**src/rtl/maxpool_ctrl_pkg.sv**
```systemverilog
// Shared definitions for the 2x2 max-pool controller: data width, float field
// positions used by the compare, and the two-state FSM encoding.
package maxpool_ctrl_pkg;

  localparam int DATA_W   = 32;
  localparam int SIGN_BIT = 31;
  localparam int MAG_MSB  = 30;
  localparam int MAG_W    = MAG_MSB + 1;

  typedef logic [0:0] state_t;

  localparam state_t ST_IDLE = 1'b0;
  localparam state_t ST_RUN  = 1'b1;

endpackage

```
**src/rtl/maxpool_ctrl_fp_max2.sv**
```systemverilog
// Combinational IEEE-754 single max: sign first, then magnitude; +0 beats -0,
// ties return a, NaNs ordered purely by their raw magnitude bits.
module fp_max2
  import maxpool_ctrl_pkg::*;
(
  input  logic [DATA_W-1:0] a,
  input  logic [DATA_W-1:0] b,
  output logic [DATA_W-1:0] y
);

  logic             w_sa;
  logic             w_sb;
  logic [MAG_W-1:0] w_ma;
  logic [MAG_W-1:0] w_mb;

  assign w_sa = a[SIGN_BIT];
  assign w_sb = b[SIGN_BIT];
  assign w_ma = a[MAG_MSB:0];
  assign w_mb = b[MAG_MSB:0];

  always_comb begin
    // NOTE: y gets a default before any branch, so no path can infer a latch.
    y = a;
    if (w_sa != w_sb) begin
      y = w_sa ? b : a;
    end else if (!w_sa) begin
      y = (w_mb > w_ma) ? b : a;
    end else begin
      y = (w_mb < w_ma) ? b : a;
    end
  end

endmodule

```
**src/rtl/maxpool_ctrl.sv**
```systemverilog
// Streaming 2x2 stride-2 max pooling over a row-major float frame, with a
// half-row line buffer and a single output register under valid/ready flow.
module maxpool_ctrl
  import maxpool_ctrl_pkg::*;
#(
  parameter int IMG_W = 28,
  parameter int IMG_H = 28
) (
  input  logic              clk,
  input  logic              rst_n,
  input  logic              enable,
  input  logic              start,
  input  logic              in_valid,
  output logic              in_ready,
  input  logic [DATA_W-1:0] in_data,
  output logic              out_valid,
  input  logic              out_ready,
  output logic [DATA_W-1:0] out_data,
  output logic              busy,
  output logic              frame_done
);

  // Column counter is at least 2 bits so the line-buffer index is never empty.
  localparam int CW     = (IMG_W > 2) ? $clog2(IMG_W) : 2;
  localparam int RW     = $clog2(IMG_H);
  localparam int LW     = CW - 1;
  localparam int LBUF_D = 2 ** LW;

  localparam logic [CW-1:0] COL_LAST = CW'(IMG_W - 1);
  localparam logic [RW-1:0] ROW_LAST = RW'(IMG_H - 1);

  state_t            r_state;
  logic [CW-1:0]     r_col;
  logic [RW-1:0]     r_row;
  logic [DATA_W-1:0] r_hold;
  logic              r_in_done;
  logic              r_out_valid;
  logic [DATA_W-1:0] r_out_data;
  logic              r_frame_done;
  logic [DATA_W-1:0] r_lbuf [LBUF_D];

  logic              w_run;
  logic              w_in_hs;
  logic              w_out_hs;
  logic              w_col_odd;
  logic              w_row_odd;
  logic              w_col_last;
  logic              w_row_last;
  logic              w_final;
  logic [LW-1:0]     w_lidx;
  logic [DATA_W-1:0] w_lbuf_rd;
  logic [DATA_W-1:0] w_h;
  logic [DATA_W-1:0] w_v;

  assign w_run      = (r_state == ST_RUN);
  assign w_col_odd  = r_col[0];
  assign w_row_odd  = r_row[0];
  assign w_col_last = (r_col == COL_LAST);
  assign w_row_last = (r_row == ROW_LAST);
  assign w_lidx     = r_col[CW-1:1];
  assign w_lbuf_rd  = r_lbuf[w_lidx];

  // Once the last pixel is in, input stays closed until the frame drains.
  assign in_ready   = w_run && !r_in_done && (!r_out_valid || out_ready);
  assign w_in_hs    = in_valid && in_ready;
  assign w_out_hs   = r_out_valid && out_ready;
  assign w_final    = w_run && r_in_done && w_out_hs;

  assign out_valid  = r_out_valid;
  assign out_data   = r_out_data;
  assign busy       = w_run;
  assign frame_done = r_frame_done;

  fp_max2 u_hmax (
    .a (r_hold),
    .b (in_data),
    .y (w_h)
  );

  fp_max2 u_vmax (
    .a (w_h),
    .b (w_lbuf_rd),
    .y (w_v)
  );

  // NOTE: state uses <= so every register samples pre-edge values together.
  always_ff @(posedge clk or negedge rst_n) begin
    if (!rst_n) begin
      r_state      <= ST_IDLE;
      r_col        <= '0;
      r_row        <= '0;
      r_hold       <= '0;
      r_in_done    <= 1'b0;
      r_out_valid  <= 1'b0;
      r_out_data   <= '0;
      r_frame_done <= 1'b0;
    end else if (!enable) begin
      r_state      <= ST_IDLE;
      r_col        <= '0;
      r_row        <= '0;
      r_hold       <= '0;
      r_in_done    <= 1'b0;
      r_out_valid  <= 1'b0;
      r_out_data   <= '0;
      r_frame_done <= 1'b0;
    end else begin
      r_frame_done <= 1'b0;

      case (r_state)
        ST_IDLE: begin
          if (start) begin
            r_state   <= ST_RUN;
            r_col     <= '0;
            r_row     <= '0;
            r_in_done <= 1'b0;
          end
        end
        ST_RUN: begin
          if (w_in_hs) begin
            if (!w_col_odd) begin
              r_hold <= in_data;
            end
            if (w_col_last) begin
              r_col <= '0;
              r_row <= w_row_last ? '0 : r_row + 1'b1;
              if (w_row_last) begin
                r_in_done <= 1'b1;
              end
            end else begin
              r_col <= r_col + 1'b1;
            end
          end
          if (w_final) begin
            r_state      <= ST_IDLE;
            r_in_done    <= 1'b0;
            r_frame_done <= 1'b1;
          end
        end
        default: r_state <= ST_IDLE;
      endcase

      // A load in the same cycle as a handshake keeps valid high with new data.
      if (w_in_hs && w_col_odd && w_row_odd) begin
        r_out_valid <= 1'b1;
        r_out_data  <= w_v;
      end else if (w_out_hs) begin
        r_out_valid <= 1'b0;
      end
    end
  end

  // NOTE: no reset on the line buffer; each entry is written on an even row
  // before the odd row reads it, so its power-up contents never matter.
  always_ff @(posedge clk) begin
    if (enable && w_in_hs && w_col_odd && !w_row_odd) begin
      r_lbuf[w_lidx] <= w_h;
    end
  end

endmodule

```
**config.mk**
```make
export PLATFORM = sky130hd
export DESIGN_NAME = maxpool_ctrl
export DESIGN_NICKNAME = d
export VERILOG_FILES = /design/src/rtl/maxpool_ctrl_pkg.sv /design/src/rtl/maxpool_ctrl_fp_max2.sv /design/src/rtl/maxpool_ctrl.sv
export SDC_FILE = /design/constraint.sdc
export NUM_CORES = 1
export LEC_CHECK = 0
export ABC_CLOCK_PERIOD_IN_PS = 5700
export BUFFER_PORTS_ARGS = -buffer_cell sky130_fd_sc_hd__buf_2
export CORE_MARGIN = 3
export CORE_UTILIZATION = 42
export DETAILED_ROUTE_END_ITERATION = 6
export GPL_ROUTABILITY_DRIVEN = 0
export PLACE_DENSITY_LB_ADDON = 0.2
export RECOVER_POWER = 100
export SYNTH_ARGS = -nofsm -noshare
export SYNTH_HDL_FRONTEND = slang
export SYNTH_HIERARCHICAL = 1
export SYNTH_SLANG_ARGS = --single-unit
```
**constraint.sdc**
```tcl
create_clock -name clk -period 5.7 [get_ports clk]
set_clock_uncertainty 0.15 [all_clocks]
set_input_delay 1.14 -clock clk [delete_from_list [all_inputs] [get_ports clk]]
set_output_delay 1.14 -clock clk [all_outputs]
set_load 0.01 [all_outputs]
```
* Word-level counts from Yosys, hierarchy flattened *
Memory sizes are Yosys's and may differ from the RTL's.
Index checks and enable logic that the tools add are counted.

word-level totals
  register bits after elaboration = 78
  RAM bits = 512
  input port bits = 38
  output and inout bits = 36
  word-level logic and storage cells = 95
  memories = 1

cells by class
  $add $sub $neg = 2
  $lt $le $gt $ge = 4
  equal/unequal tests = 15
  muxes and demuxes = 45
  bitwise logic cells = 1
  reductions and logical operators = 19

memories
  memory  words  bits a word  rd ports  clocked after Yosys merged registers in  wr ports  RTL line            RTL
  r_lbuf  16     32           1         0                                        1         maxpool_ctrl.sv:40  logic [DATA_W-1:0] r_lbuf [LBUF_D];

operators with widths
  operator                                                count
  two-way mux 32 bit                                      16
  > comparator 31 bit                                     2
  < comparator 31 bit                                     2
  two-way mux 5 bit                                       8
  case mux 5 bit (2 select lines)                         2
  two-way mux 1 bit                                       17
  inequality test 4 x 2 -> 1 bit (second input constant)  3
  logical AND 1 bit                                       11
  adder 5 x 1 -> 5 bit (second input constant)            2
  == test 5 bit (second input constant)                   2
  inequality test 2 x 1 -> 1 bit (second input constant)  3
  inequality test 3 x 2 -> 1 bit (second input constant)  2
  AND reduction 3 bit                                     2
  case mux 1 bit (2 select lines)                         2
  AND reduction 4 bit                                     1
  zero test 1 bit                                         3
  inequality test 3 x 1 -> 1 bit (second input constant)  1
  inequality test 3 bit (second input constant)           1
  inequality test 1 bit                                   2
  inequality test 2 bit (second input constant)           1
  AND reduction 2 bit                                     1
  logical OR 1 bit                                        1
  inverter 1 bit                                          1

* Longest topological paths before layout *
Gate-level depths: netlist of run 1.

  depth in word-level cells = 10
  gate-level depth with buffers = 23

* Cells and area by module *
The synthesis of run 1 kept the hierarchy.

by module, submodules not included
  module        instances  cells each  area an instance (um^2)  seq. area each (um^2)
  maxpool_ctrl  1          1104        22430.3                  17326.6
  fp_max2       2          217         1814.2                   0.0

* Worst setup path after synthesis of run 1 *
OpenSTA, ideal clock, no wires.

  path kind = in2reg
  start = input port in_data[20]
  end = register r_out_data[20], in the netlist out_data[20]
  data arrival time = 5724 ps
  slack = -295 ps
  cell stages on the path = 22
  buffers on the path = 4
  path through = ha_1 a21o_1 nand3_1 a211oi_1 or4_4 a22oi_2 buf_6 buf_12 mux2i_1 mux2i_1 inv_1 ha_1 a21o_1 nand3_1 a211oi_1 or4_4 a22oi_2 buf_6 buf_12 mux2i_1 mux2i_1 a22o_1

on the way
  cells in the longest elaborated chain, start to end = 10
  elaborated cells on any way between the ends = 17

ends and longest elaborated chain
  item                                                        RTL line                                                RTL
  start: declaration                                          maxpool_ctrl.sv:15                                      input logic [DATA_W-1:0] in_data,
  > comparator 31 bit or < comparator 31 bit (tied branches)  maxpool_ctrl_fp_max2.sv:27, maxpool_ctrl_fp_max2.sv:29
  two-way mux 32 bit, on equally long branches                maxpool_ctrl_fp_max2.sv:27, maxpool_ctrl_fp_max2.sv:29
  two-way mux 32 bit                                          maxpool_ctrl_fp_max2.sv:26                              end else if (!w_sa) begin
  two-way mux 32 bit *                                        maxpool_ctrl_fp_max2.sv:24                              if (w_sa != w_sb) begin
  named net w_h[20]                                           maxpool_ctrl.sv:52                                      logic [DATA_W-1:0] w_h;
  > comparator 31 bit or < comparator 31 bit (tied branches)  maxpool_ctrl_fp_max2.sv:27, maxpool_ctrl_fp_max2.sv:29
  two-way mux 32 bit, on equally long branches                maxpool_ctrl_fp_max2.sv:27, maxpool_ctrl_fp_max2.sv:29
  two-way mux 32 bit                                          maxpool_ctrl_fp_max2.sv:26
  two-way mux 32 bit *                                        maxpool_ctrl_fp_max2.sv:24
  named net w_v[20]                                           maxpool_ctrl.sv:53                                      logic [DATA_W-1:0] w_v;
  two-way mux 32 bit *                                        maxpool_ctrl.sv:143                                     if (w_in_hs && w_col_odd && w_row_odd) begin
  two-way mux 32 bit *                                        maxpool_ctrl.sv:97                                      end else if (!enable) begin
  end signal: assignment                                      maxpool_ctrl.sv:145                                     r_out_data <= w_v;
  end: declaration                                            maxpool_ctrl.sv:38                                      logic [DATA_W-1:0] r_out_data;

Mark *: on every way through the listed nets, which the timed path passes. The rest lies on a longest branch. The select of a mux whose other input is x is not followed.
A chain may end at the register's enable or synchronous reset.

* Final worst setup path of run 1 *
  start = input port in_data[30]
  end = register r_out_data[30], in the netlist out_data[30]

on the way
  cells in the longest elaborated chain, start to end = 10
  elaborated cells on any way between the ends = 17

ends and longest elaborated chain
  item                                                        RTL line
  > comparator 31 bit or < comparator 31 bit (tied branches)  maxpool_ctrl_fp_max2.sv:27, maxpool_ctrl_fp_max2.sv:29
  two-way mux 32 bit, on equally long branches                maxpool_ctrl_fp_max2.sv:27, maxpool_ctrl_fp_max2.sv:29
  two-way mux 32 bit *                                        maxpool_ctrl_fp_max2.sv:26
  two-way mux 32 bit *                                        maxpool_ctrl_fp_max2.sv:24
  named net w_h[13]                                           maxpool_ctrl.sv:52
  > comparator 31 bit or < comparator 31 bit (tied branches)  maxpool_ctrl_fp_max2.sv:27, maxpool_ctrl_fp_max2.sv:29
  two-way mux 32 bit, on equally long branches                maxpool_ctrl_fp_max2.sv:27, maxpool_ctrl_fp_max2.sv:29
  two-way mux 32 bit *                                        maxpool_ctrl_fp_max2.sv:26
  two-way mux 32 bit *                                        maxpool_ctrl_fp_max2.sv:24
  named net w_v[30]                                           maxpool_ctrl.sv:53
  two-way mux 32 bit *                                        maxpool_ctrl.sv:143
  two-way mux 32 bit *                                        maxpool_ctrl.sv:97

Marks and branches as above.

==> run_results.csv, run 1 <==
group,metric,value,unit
power,power.internal,7.769,mW
worst_setup_path,cp_max_fo,11,
power,total_power,9.911,mW
logic_synthesis,async_reset_ff_frac,0.1322,
sta,tns,0,ps
worst_setup_path,r2r_start,"r_hold[20]$_DFFE_PN0P_",
logic_synthesis,synth_edf_count,512,
logic_synthesis,synth_seq_area_share,0.6649,
die,core-area,60920,um2
worst_hold_path,hp-start,"r_in_done$_DFFE_PN0P_",
power,vdd_drop_max,258.4,uV
sta,finalHoldViolCount,0,
logic_synthesis,synth_ff_type,"edfxtp_1",
placement,post-dp-hpwl,41.00,mm
logic_synthesis,yosysWarningCount,6,
placement,port_buffers,73,
die,ios,74,
die,fp.dieH,255.1,um
power,p_switching,2.142,mW
worst_setup_path,critical_path_class,"input port to flop",
routing,routed_via_density,5.722,
clock_tree,cts_buffer_depth,3,
routing,vias,14930,
power,power_per_cell_area,324.4,nW/um2
die,dieArea,65070,um2
clock_tree,htreeDepth,2,
power,switching_share,0.2161,
die,die_width,255.1,um
logic_synthesis,synth_seq_cells,590,
job,max-cap-violations,18,
clock_tree,clock_latency,640,ps
finish,drive_above_1_share,0.2396,
finish,nets,1834,
sta,post-route-period-util,0.9665,
global_route,grt_overflow,0,
finish,area_growth_syn_to_layout,17.26,%
routing,wl_per_cell,25.74,um
worst_hold_path,hp-class,"flop to flop",
logic_synthesis,syn_area,26060,um2
global_route,grt_max_degree,47,
sta,slew_violations,372,
clock_tree,clk_pin_slew,60,ps
placement,placed_area,28500,um2
clock_tree,root_buffer,"clkbuf_16",
routing,drt_iter0_drc,1080,
routing,first_pass_iters,6,
power,p_leak,10.91,nW
sta,fin_crit,5509,ps
routing,wl,67.18,mm
logic_synthesis,syn_inst,1538,
die,num_rows,90,
logic_synthesis,syn_area_per_cell,16.94,um2
worst_setup_path,worstPathArrival,5890,ps
die,initial_core_util,0.4277,
finish,fillCellCount,5068,
global_route,first_global_vias,15030,
sta,fmax,181.5,MHz
finish,antenna_cells,0,
worst_setup_path,startpoint_type,"input port",
clock_tree,cts.sinks,590,
power,combPwrFrac,0.077,
status,outcome,"complete, but fails checks",
power,clock_power_share,0.438,
power,p_seq_frac,0.485,
sta,worst_slew_pin_slew,3106,ps
routing,postRouteAntennaNets,0,
sta,setup_viol,0,
finish,mostFrequentLayoutCell,"edfxtp_1",
sta,max_slew_margin,-1.071,
clock_tree,numCtsBuffers,60,
worst_setup_path,endpoint_kind,"flop",
routing,drc_errors,0,
clock_tree,cts_tree,"built",
worst_setup_path,crit_start,"in_data[30]",
worst_setup_path,crit_required,6080,ps
finish,fin_area,30560,um2
logic_synthesis,synth.distinct_cells,55,
global_route,gr-usage-all-layers,0.2092,
finish,mostFrequentLayoutCells,"edfxtp_1 (512), mux2i_1 (160), mux4_2 (128)",
finish,final_util,0.5016,
global_route,antenna_found_initial,0,
status,violations,"max-capacitance violations, max-slew violations",
global_route,grt_pass1_wl,99.42,mm
clock_tree,ctsHoldBuffers,0,
logic_synthesis,synth_nets,1642,
-- worst max-delay path: stages --
cell,delay [ps]
buf_2,110
ha_1,310
nand4_1,240
a2111oi_0,520
or4_4,250
a22oi_2,100
buf_4,160
clkbuf_16,170
mux2i_1,130
mux2i_2,170
buf_4,170
inv_1,50
ha_1,340
nand4_1,170
nor3_1,210
buf_4,140
o21ai_0,140
a21oi_1,260
o21ai_4,140
mux2i_1,340
mux2_1,410
a22o_1,210
-- sequential cells by signal, summed over array words and instances, names as in the netlist --
name        cells
r_lbuf        512
out_data       32
r_hold         32
r_col           5
r_row           5
busy            1
frame_done      1
out_valid       1
r_in_done       1
-- repair_timing --
action,CTS,global route
setup buffers,0,1
gates resized for setup,0,7
setup endpoints to repair,0,19
-- power by group through the flow --
| stage | clock, mW | sequential, mW | combinational (mW) |
|---|---|---|---|
| floorplan | 0 | 4.89 | 0.459 |
| global placement | 0 | 4.89 | 0.735 |
| detailed placement | 0 | 4.89 | 0.754 |
| CTS | 4.42 | 4.80 | 0.756 |
| global route | 4.60 | 4.80 | 0.835 |
| finish | 4.35 | 4.80 | 0.761 |
-- layout make-up --
type	count	area (um2)	share of cell area
Sequential cell	590	17340	0.5673
Multi-Input combinational cell	793	8195	0.2682
Clock buffer	72	1556	0.05094
Timing Repair Buffer	214	1531	0.05012
Tap cell	828	1036	0.03390
Clock inverter	42	635.6	0.02080
Inverter	71	266.5	0.008722
-- kinds of logic (layout without fill, tap and decap cells) --
family                     after synthesis  count (layout)  share of synthesized area
AOI/OAI and AO/OA                      208             208                    0.05541
adders and majority gates               66              66                    0.03169
buffers and inverters                  155             399                    0.02900
DFF                                    590             590                     0.6649
muxes                                  308             308                     0.1800
and+or+nand+nor                        211             211                    0.03904
-- synth_stat cells, types with 13 or more instances --
library cell    n  area share
a21oi_1        64       0.012
a22o_1         34       0.011
a22oi_1        64       0.018
buf_2          26      0.0050
buf_6          13      0.0056
clkbuf_1       39      0.0056
dfrtp_1        78       0.075
edfxtp_1      512        0.59
ha_1           66       0.032
inv_1          71       0.010
mux2i_1       176       0.068
mux4_2        128        0.11
nand2_1       118       0.017
nand3_1        13      0.0025
nand4_1        14      0.0034
nor2_1         20      0.0029
-- worst paths after layout --
check / endpoint / slack [ps] / cells past startpoint
setup / recovery: out_data[30]$_DFFE_PN0P_ / 190 / 22
hold / removal: busy$_DFF_PN0_ / 380 / 1
setup reg to reg: out_data[30]$_DFFE_PN0P_ / 350 / 23
hold reg to reg: busy$_DFF_PN0_ / 380 / 1
max in group asynchronous: out_data[12]$_DFFE_PN0P_ / 1930 / 2
min in group asynchronous: r_hold[21]$_DFFE_PN0P_ / 1180 / 1
-- routing by layer --
metal  routed length, um  up-vias  track usage
li1                    -     6534            -
met1               29850     7846       0.3015
met2               32110      467       0.3391
met3                4119       87      0.03313
met4                1102        0      0.04577
met5                   0        -            0
-- through the flow --
stage / cells / worst slack, ps / hold WS, ps
after floorplan: 1538 / 3.957 / 308.1
after global placement: 2494 / -520.0 / 349.1
after detailed placement: 2494 / -604.1 / 356.1
after CTS: 2608 / 72.00 / 367.6
after global routing: 2610 / -27.32 / 393.8
final: 2610 / 190.7 / 379.7
No activity file was read; power rests on OpenSTA's default activity.
==> inputs of run 2 (changes only) <==
--- a/config.mk
+++ b/config.mk
@@ -7,7 +7,7 @@
 export LEC_CHECK = 0
 export ABC_CLOCK_PERIOD_IN_PS = 5700
 export BUFFER_PORTS_ARGS = -buffer_cell sky130_fd_sc_hd__buf_2
-export CORE_MARGIN = 3
+export CORE_MARGIN = 8
 export CORE_UTILIZATION = 42
 export DETAILED_ROUTE_END_ITERATION = 6
 export GPL_ROUTABILITY_DRIVEN = 0
==> run 2 against run 1 <==
The flow still finishes with violations (max-capacitance violations, max-slew violations). Sequential power is essentially flat. Worst setup slack improved by 15 ps. Critical path depth shrank 2. Global-route usage is 2.3 points lower. Clock power fell by 8.0%. Via count is 0.44% lower. Sequential cell count unchanged. Total power shrank 3.8%. Critical path type unchanged.
==> run_results.csv, run 2 (same netlist as run 1, synthesis figures left out) <==
group,metric,value,unit
sta,worst_slew_pin_slew,3012,ps
clock_tree,cts.sinks,590,
routing,wl,66.09,mm
finish,mostFrequentLayoutCell,"edfxtp_1",
clock_tree,numCtsBuffers,60,
die,ios,74,
global_route,antenna_found_initial,1,
sta,setup_viol,0,
power,p_seq_frac,0.504,
finish,area_growth_syn_to_layout,15.61,%
power,switching_share,0.2208,
power,total_power,9.537,mW
clock_tree,clk_pin_slew,60,ps
global_route,first_global_vias,15510,
worst_hold_path,hp-class,"flop to flop",
global_route,grt_pass1_wl,98.52,mm
finish,nets,1834,
status,outcome,"complete, but fails checks",
worst_setup_path,startpoint_type,"input port",
routing,first_pass_iters,7,
power,p_leak,10.66,nW
sta,fmax,182.0,MHz
routing,routed_via_density,5.781,
clock_tree,cts_buffer_depth,3,
clock_tree,clock_latency,610,ps
sta,rsz0062_at_grt,"no",
clock_tree,root_buffer,"clkbuf_16",
routing,wl_per_cell,25.69,um
worst_setup_path,path_cells,"buf_2 > ha_1 > nand4_1 > a211oi_1 > or4_4 > o21ai_4 > buf_12 > clkbuf_1 > mux2i_1 > mux2i_4 > inv_1 > ha_1 > nand4_1 > nor3_2 > o21ai_0 > a21oi_1 > o21ai_4 > mux2i_1 > mux2_1 > a22o_1",
worst_setup_path,cp_max_fo,16,
worst_setup_path,worstPathArrival,5850,ps
worst_setup_path,crit_required,6050,ps
clock_tree,cts_tree,"built",
global_route,grt_max_degree,67,
finish,multiInputGateArea,8198,um2
sta,fin_crit,5494,ps
worst_setup_path,slowest_stage,"or4_4",
worst_setup_path,worst_r2r_path_depth,20,
die,dieArea,70270,um2
power,vdd_drop_max,221.8,uV
finish,drive_above_1_share,0.2212,
status,violations,"max-capacitance violations, max-slew violations",
worst_hold_path,hold-path-endpoint,"out_data[31]$_DFFE_PN0P_",
sta,slew_violations,415,
finish,largest_register_ffs,512,
die,core-area,61480,um2
global_route,gr-usage-all-layers,0.1861,
power,clock_power_share,0.419,
routing,drc_errors,0,
die,fp.dieH,265.1,um
placement,port_buffers,73,
worst_setup_path,cp_num_buf_inv,4,
worst_setup_path,critical_path_class,"input port to flop",
worst_hold_path,whs_path_depth,1,
finish,mostFrequentLayoutCells,"edfxtp_1 (512), mux2i_1 (159), mux4_2 (128)",
sta,post-route-period-util,0.9639,
worst_hold_path,hp-start,"out_data[31]$_DFFE_PN0P_",
power,power_per_cell_area,316.6,nW/um2
finish,final_util,0.4900,
job,max-cap-violations,19,
worst_setup_path,crit_path_max_incr_delay,560,ps
clock_tree,htreeDepth,2,
clock_tree,ctsHoldBuffers,0,
worst_setup_path,reg2reg_to,"out_data[0]$_DFFE_PN0P_",
sta,max_slew_margin,-1.008,
placement,post-dp-hpwl,40.67,mm
worst_setup_path,r2r_start,"r_hold[29]$_DFFE_PN0P_",
die,initial_core_util,0.4238,
worst_setup_path,regToRegSetupSlack,350,ps
routing,postRouteAntennaNets,0,
global_route,grt_overflow,0,
routing,vias,14870,
die,die_width,265.1,um
worst_setup_path,path_delay_family,"simple AND/OR/NAND/NOR gates",
finish,fillCellCount,5261,
worst_setup_path,endpoint_kind,"flop",
die,num_rows,91,
finish,ff_latch_area,17340,um2
finish,top_register,"r_lbuf",
power,p_switching,2.106,mW
power,power.internal,7.431,mW
routing,drt_iter0_drc,973,
power,combPwrFrac,0.077,
sta,finalHoldViolCount,0,
run 2: what timing repair did:
item	in CTS	in global routing
setup endpoints to repair	2	31
setup buffers	0	3
gates resized for setup	4	8
run 2: layout make-up:
class | instances | share of cell area
Sequential cell | 590 | 0.5754
Multi-Input combinational cell | 793 | 0.2721
Clock buffer | 81 | 0.05785
Timing Repair Buffer | 214 | 0.04303
Tap cell | 790 | 0.03281
Clock inverter | 32 | 0.009843
Inverter | 71 | 0.008846
Antenna cell | 1 | 0.00008306
run 2: how the worst max path moves through the flow:
stage	cells past startpoint	start	slack, ps	end
finish	20	in_data[29]	210	out_data[0]$_DFFE_PN0P_
CTS	22	in_data[30]	100	out_data[0]$_DFFE_PN0P_
floorplan	20	in_data[20]	4	out_data[21]$_DFFE_PN0P_
detailed placement	20	in_data[30]	-730	out_data[0]$_DFFE_PN0P_
global route	20	in_data[30]	10	out_data[4]$_DFFE_PN0P_
global placement	20	in_data[30]	-580	out_data[0]$_DFFE_PN0P_
run 2: metal layers:
layer	up-vias	part of all wire	global-route usage
met1	7848	0.44	0.2477
met3	99	0.055	0.03537
met5	-	0	0
met2	383	0.49	0.3145
li1	6538	-	-
met4	0	0.022	0.04653
run 2: power by group through the flow:
stage               clock network [mW]  logic, mW  registers [mW]
global route                      4.21      0.801            4.81
CTS                               4.07      0.754            4.80
detailed placement                   0      0.749            4.89
finish                            4.00      0.730            4.81
global placement                     0      0.724            4.89
floorplan                            0      0.459            4.89
run 2: through the flow:
stage	TNS [ps]	std cells	setup slack (ps)	hold slack, ps	instance area (um2)
after global placement	-13750	2455	-580.6	339.9	28390
after CTS	0	2568	96.99	353.1	30440
after global routing	0	2572	10.71	380.9	30130
after floorplan	0	1538	3.957	308.1	26190
final	0	2572	205.7	355.8	30130
after detailed placement	-17920	2455	-733.6	339.7	28390
